## src/rtl/memory_access.sv

```systemverilog
// Memory-access pipeline stage: ALU writeback pass-through and single-outstanding load/store.
// Optional MEM_TIMEOUT_EN macro adds a wait-cycle abort counter limited by TIMEOUT_CYC.
module memory_access #(
    parameter int TIMEOUT_CYC = 255
) (
    input  logic        clk,
    input  logic        rst,
    input  logic [31:0] Result,
    input  logic [31:0] Addr,
    input  logic        RdEnable,
    input  logic        AddrEnable,
    input  logic        LdEnable,
    input  logic [4:0]  RdIdx,
    input  logic        Flush_in,
    output logic        MemReq,
    output logic        MemWe,
    output logic [31:0] MemAddr,
    output logic [31:0] MemWData,
    input  logic [31:0] MemRData,
    input  logic        MemAck,
    output logic [31:0] WbData,
    output logic [4:0]  WbIdx,
    output logic        WbEnable,
    output logic        Stall,
    output logic        MemErr
);

    typedef enum logic {S_IDLE, S_WAIT} state_t;

    localparam logic [7:0] LIMIT = 8'(TIMEOUT_CYC);

    state_t state, state_nxt;

    logic       cap_ld;
    logic       cap_rd;
    logic [4:0] cap_idx;

    logic        go_mem;
    logic        go_alu;
    logic        timeout;

    logic        n_req;
    logic        n_we;
    logic [31:0] n_addr;
    logic [31:0] n_wdata;
    logic [31:0] n_wbdata;
    logic [4:0]  n_wbidx;
    logic        n_wben;

    // A flushed instruction is captured but can neither request nor write back.
    assign go_mem = AddrEnable & ~Flush_in;
    assign go_alu = ~AddrEnable & RdEnable & ~Flush_in;
    assign Stall  = (state == S_WAIT);

`ifdef MEM_TIMEOUT_EN
    logic [7:0] cnt;
    logic [7:0] cnt_inc;

    assign cnt_inc = cnt + 8'd1;
    assign timeout = (state == S_WAIT) & ~MemAck & (cnt_inc == LIMIT);

    always_ff @(posedge clk) begin
        if (rst) begin
            cnt <= 8'd0;
        end else if (state == S_IDLE) begin
            cnt <= 8'd0;
        end else if (!MemAck) begin
            cnt <= cnt_inc;
        end
    end

    always_ff @(posedge clk) begin
        if (rst) begin
            MemErr <= 1'b0;
        end else begin
            MemErr <= timeout;
        end
    end
`else
    logic unused_limit;

    assign unused_limit = ^LIMIT;
    assign timeout      = 1'b0;
    assign MemErr       = 1'b0;
`endif

    always_ff @(posedge clk) begin
        if (rst) begin
            state <= S_IDLE;
        end else begin
            state <= state_nxt;
        end
    end

    always_comb begin
        state_nxt = state;
        unique case (state)
            S_IDLE: if (go_mem) state_nxt = S_WAIT;
            S_WAIT: if (MemAck || timeout) state_nxt = S_IDLE;
            default: state_nxt = S_IDLE;
        endcase
    end

    always_comb begin
        n_req    = MemReq;
        n_we     = MemWe;
        n_addr   = MemAddr;
        n_wdata  = MemWData;
        n_wbdata = WbData;
        n_wbidx  = WbIdx;
        n_wben   = 1'b0;
        unique case (state)
            S_IDLE: begin
                n_req   = go_mem;
                n_we    = go_mem & ~LdEnable;
                n_addr  = {Addr[31:2], 2'b00};
                n_wdata = Result;
                if (go_alu) begin
                    n_wben   = 1'b1;
                    n_wbdata = Result;
                    n_wbidx  = RdIdx;
                end
            end
            S_WAIT: begin
                if (MemAck) begin
                    n_req = 1'b0;
                    n_we  = 1'b0;
                    if (cap_ld && cap_rd) begin
                        n_wben   = 1'b1;
                        n_wbdata = MemRData;
                        n_wbidx  = cap_idx;
                    end
                end else if (timeout) begin
                    n_req = 1'b0;
                    n_we  = 1'b0;
                end
            end
            default: begin
                n_req = 1'b0;
                n_we  = 1'b0;
            end
        endcase
    end

    always_ff @(posedge clk) begin
        if (rst) begin
            MemReq   <= 1'b0;
            MemWe    <= 1'b0;
            MemAddr  <= 32'd0;
            MemWData <= 32'd0;
            WbData   <= 32'd0;
            WbIdx    <= 5'd0;
            WbEnable <= 1'b0;
            cap_ld   <= 1'b0;
            cap_rd   <= 1'b0;
            cap_idx  <= 5'd0;
        end else begin
            MemReq   <= n_req;
            MemWe    <= n_we;
            MemAddr  <= n_addr;
            MemWData <= n_wdata;
            WbData   <= n_wbdata;
            WbIdx    <= n_wbidx;
            WbEnable <= n_wben;
            if (state == S_IDLE) begin
                cap_ld  <= LdEnable;
                cap_rd  <= RdEnable;
                cap_idx <= RdIdx;
            end
        end
    end

endmodule

```

## config.mk

```make
export PLATFORM = sky130hd
export DESIGN_NAME = memory_access
export DESIGN_NICKNAME = d
export VERILOG_FILES = /design/src/rtl/memory_access.sv
export SDC_FILE = /design/constraint.sdc
export NUM_CORES = 1
export LEC_CHECK = 0
export CAP_MARGIN = 10
export CORE_MARGIN = 1.5
export CORE_UTILIZATION = 44
export CTS_CLUSTER_DIAMETER = 40
export DETAILED_ROUTE_END_ITERATION = 12
export PLACE_DENSITY = 0.83
export RECOVER_POWER = 50
export SLEW_MARGIN = 25
export SYNTH_ARGS = -nofsm -noshare
export SYNTH_HDL_FRONTEND = slang
export SYNTH_SLANG_ARGS = --single-unit
```

## constraint.sdc

```tcl
create_clock -name clk -period 3.47 [get_ports clk]
set_input_delay 1.041 -clock clk [delete_from_list [all_inputs] [get_ports clk]]
set_output_delay 1.041 -clock clk [all_outputs]
set_load 0.02 [all_outputs]
```

==> results of run 1 <==
area by class of cell:
cell class / instances / area (um^2)
clock inverters: 5 / 65.1
repair buffers: 214 / 2130
clock buffers: 11 / 141
fillers: 758 / 3020
multi-input cells: 259 / 1950
well taps: 133 / 166
flip-flops and latches: 110 / 2210
inverters: 1 / 3.75
flip-flops by register name, indices dropped and copies added, names as in the netlist:
signal    flops
MemWData     32
WbData       32
MemAddr      30
WbIdx         5
cap_idx       5
MemReq        1
MemWe         1
Stall         1
WbEnable      1
cap_ld        1
cap_rd        1
worst max path at each step:
stage,start,depth (start not counted),endpoint
2_1_floorplan,MemAck,5,WbIdx[0]
3_3_place_gp,AddrEnable,5,WbData[16]
3_5_place_dp,AddrEnable,5,WbData[16]
4_1_cts,AddrEnable,5,WbData[16]
5_1_grt,AddrEnable,5,WbData[16]
6_report,AddrEnable,5,WbData[16]
worst max-delay path: stages:
cell           delay, ns
dlygate4sd3_1       0.56
nor4b_1             0.39
or2_2               0.56
buf_4               0.38
a211oi_2            0.11
placed cells by master, fill, tap and decap left out, drive strengths merged:
| cell | instances |
|---|---|
| nor3 | 32 |
| dfxtp | 110 |
| or3b | 1 |
| clkinv | 2 |
| and4 | 1 |
| nor2b | 6 |
| mux2i | 101 |
| bufinv | 1 |
| or2 | 1 |
| nand3 | 1 |
| a31oi | 1 |
| conb | 3 |
| nor4b | 2 |
| buf | 6 |
| nand2 | 1 |
| a21oi | 2 |
| inv | 3 |
| a211oi | 32 |
| clkbuf | 12 |
| nor2 | 70 |
| dlygate4sd3 | 55 |
| mux2 | 5 |
| clkdlybuf4s50 | 152 |
per-layer routing:
| layer | share of wire, % | vias up | track usage (%) |
|---|---|---|---|
| li1 | - | 1790 | - |
| met2 | 51 | 117 | 38.4 |
| met1 | 40 | 1691 | 24.6 |
| met4 | 1.9 | 0 | 7.80 |
| met5 | 0 | - | 0 |
| met3 | 7.0 | 17 | 6.10 |
power groups by stage:
stage | Clock [mW] | Sequential (mW) | Combinational, mW
final | 0.805 | 1.38 | 0.575
after global routing | 0.874 | 1.39 | 0.616
after CTS | 0.822 | 1.38 | 0.596
after detailed placement | 0 | 1.41 | 0.594
after global placement | 0 | 1.40 | 0.580
after floorplan | 0 | 1.49 | 0.206
kinds of logic after synthesis:
kind of cell,Yosys count,share of synthesized area (%)
buffers and inverters,39,4.71
muxes,106,24.5
and+or+nand+nor,115,12.1
other,1,0.0860
DFF,110,50.5
AOI/OAI and AO/OA,35,8.18
through the flow:
stage | cell area, um^2 | total power, mW | setup slack, ns | instances | hold slack (ns)
after floorplan | 4370 | 1.70 | 1.35 | 408 | 0.456
after global placement | 6470 | 1.98 | 0.556 | 717 | 0.471
after detailed placement | 6470 | 2.00 | 0.489 | 717 | 0.487
after CTS | 6680 | 2.80 | 0.873 | 733 | 0.503
after global routing | 6660 | 2.88 | 0.529 | 733 | 0.526
final | 6660 | 2.76 | 0.606 | 733 | 0.497
==> flow_metrics.py, run 1 <==
metrics = {
    "route": {
        "vias": 3615,
        "wl_per_cell_um": 15.6,
        "drc": 0,
        "drt_pass1_iterations": 4,
        "drtIter0Drc": 98,
        "postRouteAntennaNets": 0,
        "vias_per_cell": 4.93,
        "drt-total-wl_mm": 11.4,
    },
    "yosys": {
        "yosys.area.top_type_share_pct": 50.5,
        "post-synth-top-area-cell": "dfxtp_1",
        "ys_warn_count": 0,
        "ys.flop_type": "dfxtp_1",
        "synth.area.top_cells": "dfxtp_1, mux2i_1, nor2_1, a211oi_2, nor3_1",
        "ys_ff_latch": 110,
        "yosysSeqAreaShare_pct": 50.5,
        "syn_area_per_cell_um2": 10.7,
        "netlist_instances": 406,
        "ys_types": 23,
        "synthArstFlopShare_pct": 0,
        "syn_area_um2": 4360,
        "synth-edff-count": 0,
        "synth.most_common_cell": "dfxtp_1",
        "synth_commonest_cells": "dfxtp_1, mux2i_1, nor2_1",
    },
    "clock_network": {
        "clkTransAtPathRegs_ns": 0.10,
        "cts-root-buf": "clkbuf_8",
        "postCtsHoldBufs": 0,
        "cts_tree": "built",
        "cts_inserted_buffers": 9,
        "cts.sinks": 110,
        "ctsResizeCount": 0,
        "h-tree-depth": 3,
        "insertion_delay_ns": 0.36,
        "clockBufferDepth": 2,
        "postCtsSetupBuffers": 0,
    },
    "setup_path": {
        "cp-end-kind": "flop",
        "path_max_fanout": 23,
        "critical_path_class": "in2reg",
        "r2r_end": "WbData[16]",
        "cp.required_ns": 3.66,
        "rrSetupSlack_ns": 0.91,
        "crit_arrival_ns": 3.06,
        "cp-start-kind": "input pin",
        "r2r-start": "Stall",
        "worstRegToRegCells": 4,
    },
    "floorplan": {
        "ioPinCount": 214,
        "start_util_pct": 45.0,
        "placementRows": 36,
        "core_area_um2": 9680,
        "die_h_um": 103,
        "dieArea_um2": 10500,
        "die_x_um": 103,
    },
    "global_route": {
        "grt_max_degree": 58,
        "grtUsageTotal_pct": 21.5,
        "grt_pass1_vias": 3586,
        "grt_pass1_wl_mm": 17.5,
        "grt_overflow_total": 0,
        "antenna_found_initial": 0,
    },
    "power_and_ir_drop": {
        "clockPowerShare_pct": 29.2,
        "leakage_nw": 2.53,
        "p_sw_share_pct": 27.2,
        "p_int_mw": 2.01,
        "pwr-share-comb_pct": 20.9,
        "power.switching_uw": 750,
        "ir_drop_mv": 0.243,
        "power_density_nw_per_um2": 414,
        "seqPwrFrac_pct": 49.9,
    },
    "timing": {
        "fin_skew_ns": 0.0109,
        "relSlewSlack_pct": 18.5,
        "setup_viol": 0,
        "fin_crit_sh_pct": 82.5,
        "fin_crit_ns": 2.86,
        "rsz0062_at_grt": "false",
        "finalSetupTns_ns": 0,
        "slew_violations": 0,
        "fmax_mhz": 349,
        "hold_violations": 0,
        "tightest_slew_ns": 1.22,
    },
    "min_path": {
        "min_from": "MemWData[21]",
        "hp-class": "reg2reg",
        "worstHoldPathCells": 2,
        "holdPathEnd": "MemWData[21]",
    },
    "run_status": {
        "outcome": "finished clean",
    },
    "finish": {
        "area_growth_pct": 52.8,
        "n_antenna_cell": 0,
        "drive_gt1_share_pct": 7.33,
        "layout.nets": 703,
        "utilization_pct": 68.8,
    },
    "placed_design": {
        "gp_congestion": 0.740,
        "port_buffers": 208,
        "hpwl_mm": 8.38,
    },
    "job": {
        "drv_cap": 0,
    },
}
(Power assumes the default switching activity.)
==> run 2: changes to the inputs <==
CORE_UTILIZATION = 40   (was 44)
PLACE_DENSITY = 0.77   (was 0.83)
clock period = 2.7 ns   (was 3.47 ns; I/O delays follow)
==> flow_metrics.py, run 2 (synthesis gave the netlist of run 1 again) <==
metrics = {
    "timing": {
        "hold_ws_ns": 0.498,
        "tightest_slew_ns": 1.08,
        "hold_violations": 0,
        "relSlewSlack_pct": 28.0,
        "fin_skew_ns": 0.0186,
        "fin_crit_sh_pct": 88.5,
        "slew_violations": 0,
        "setup_viol": 0,
        "rsz0062_at_grt": "false",
        "fin_crit_ns": 2.39,
        "finalSetupTns_ns": 0,
        "fmax_mhz": 418,
    },
    "floorplan": {
        "die_x_um": 107,
        "start_util_pct": 41.7,
        "ioPinCount": 214,
        "die_h_um": 107,
        "placementRows": 37,
        "dieArea_um2": 11500,
        "core_area_um2": 10500,
    },
    "clock_network": {
        "cts-root-buf": "clkbuf_8",
        "ctsResizeCount": 0,
        "cts.sinks": 110,
        "insertion_delay_ns": 0.36,
        "postCtsSetupBuffers": 0,
        "cts_tree": "built",
        "cts_inserted_buffers": 9,
        "clkTransAtPathRegs_ns": 0.10,
        "postCtsHoldBufs": 0,
        "h-tree-depth": 3,
        "clockBufferDepth": 2,
    },
    "job": {
        "drv_cap": 0,
    },
    "run_status": {
        "outcome": "finished clean",
    },
    "setup_path": {
        "path_max_fanout": 20,
        "worstRegToRegCells": 4,
        "r2r_end": "WbIdx[3]",
        "crit_arrival_ns": 1.58,
        "crit_chain": "clkdlybuf4s50_1",
        "cp.required_ns": 1.89,
        "critical_path.max_stage_delay_ns": 0.68,
        "crit_slowest_cell": "clkdlybuf4s50_1",
        "critical_path_class": "reg2out",
        "r2r-start": "Stall",
        "cp-end-kind": "output port",
        "path_buf_inv": 1,
        "rrSetupSlack_ns": 0.74,
        "cp-start-kind": "flop",
        "crit_family": "buffers and inverters",
    },
    "finish": {
        "final_cells": 738,
        "fin_area_um2": 6630,
        "area_growth_pct": 52.0,
        "drive_gt1_share_pct": 6.98,
        "multi_input_area_um2": 1940,
        "layout_common_cells": "clkdlybuf4s50_1, dfxtp_1, mux2i_1, nor2_1, nor3_1",
        "reg_top3": "MemWData (32), WbData (32), MemAddr (30)",
        "regArea_um2": 2210,
        "fillers": 923,
        "final_common_cell": "clkdlybuf4s50_1",
        "n_antenna_cell": 0,
        "layout.nets": 705,
    },
    "power_and_ir_drop": {
        "leakage_nw": 2.42,
        "power.total_mw": 3.45,
        "power_density_nw_per_um2": 521,
        "ir_drop_mv": 0.371,
    },
    "min_path": {
        "min_from": "MemWData[20]",
        "hp-class": "reg2reg",
        "holdPathEnd": "MemWData[20]",
        "worstHoldPathCells": 2,
    },
    "global_route": {
        "antenna_found_initial": 0,
        "grt_max_degree": 52,
        "grt_pass1_vias": 3688,
        "grtUsageTotal_pct": 19.9,
        "grt_overflow_total": 0,
        "grt_pass1_wl_mm": 18.3,
    },
    "placed_design": {
        "place_area_um2": 6490,
        "dpl.cell_count": 722,
        "gp_congestion": 0.790,
        "hpwl_mm": 8.52,
        "port_buffers": 208,
    },
    "route": {
        "drc": 0,
        "drt-total-wl_mm": 11.7,
        "postRouteAntennaNets": 0,
        "vias_per_cell": 4.99,
        "wl_per_cell_um": 15.8,
        "vias": 3686,
        "drtIter0Drc": 119,
        "drt_pass1_iterations": 4,
    },
}
run 2: stage by stage:
stage / setup slack (ns) / util, %
global route: 0.227 / 63.4
finish: 0.310 / 63.4
CTS: 0.280 / 63.8
detailed placement: 0.128 / 62.1
floorplan: 0.811 / -
global placement: 0.189 / 62.1
run 2: cell type report:
cell class	count	area share [%]
clock buffers	11	2.13
clock inverters	5	0.604
inverters	1	0.0566
multi-input cells	259	29.2
flip-flops and latches	110	33.3
well taps	136	2.57
repair buffers	216	32.2
run 2: per-layer routing:
metal / wire length, um / track usage, % / part of all wire (%)
met5: 0 / 0 / 0
met4: 297 / 8.65 / 2.5
met3: 790 / 4.66 / 6.8
met2: 5740 / 34.4 / 49
met1: 4840 / 23.4 / 41
run 2: how the worst max path moves through the flow:
stage,slack (ns),endpoint,depth (start not counted),start
6_report,0.31,Stall,1,Stall
4_1_cts,0.28,Stall,1,Stall
2_1_floorplan,0.81,WbIdx[0],5,MemAck
3_5_place_dp,0.13,WbData[27],5,AddrEnable
5_1_grt,0.23,MemWData[6],3,rst
3_3_place_gp,0.19,WbData[28],5,AddrEnable
run 2: power breakdown:
part	switching, mW	total, mW	internal, mW	leakage [nW]
Combinational	0.342	0.743	0.401	1.42
Clock	0.561	0.932	0.372	0.0909
Sequential	0.0548	1.78	1.72	0.910
Total	0.958	3.45	2.49	2.42
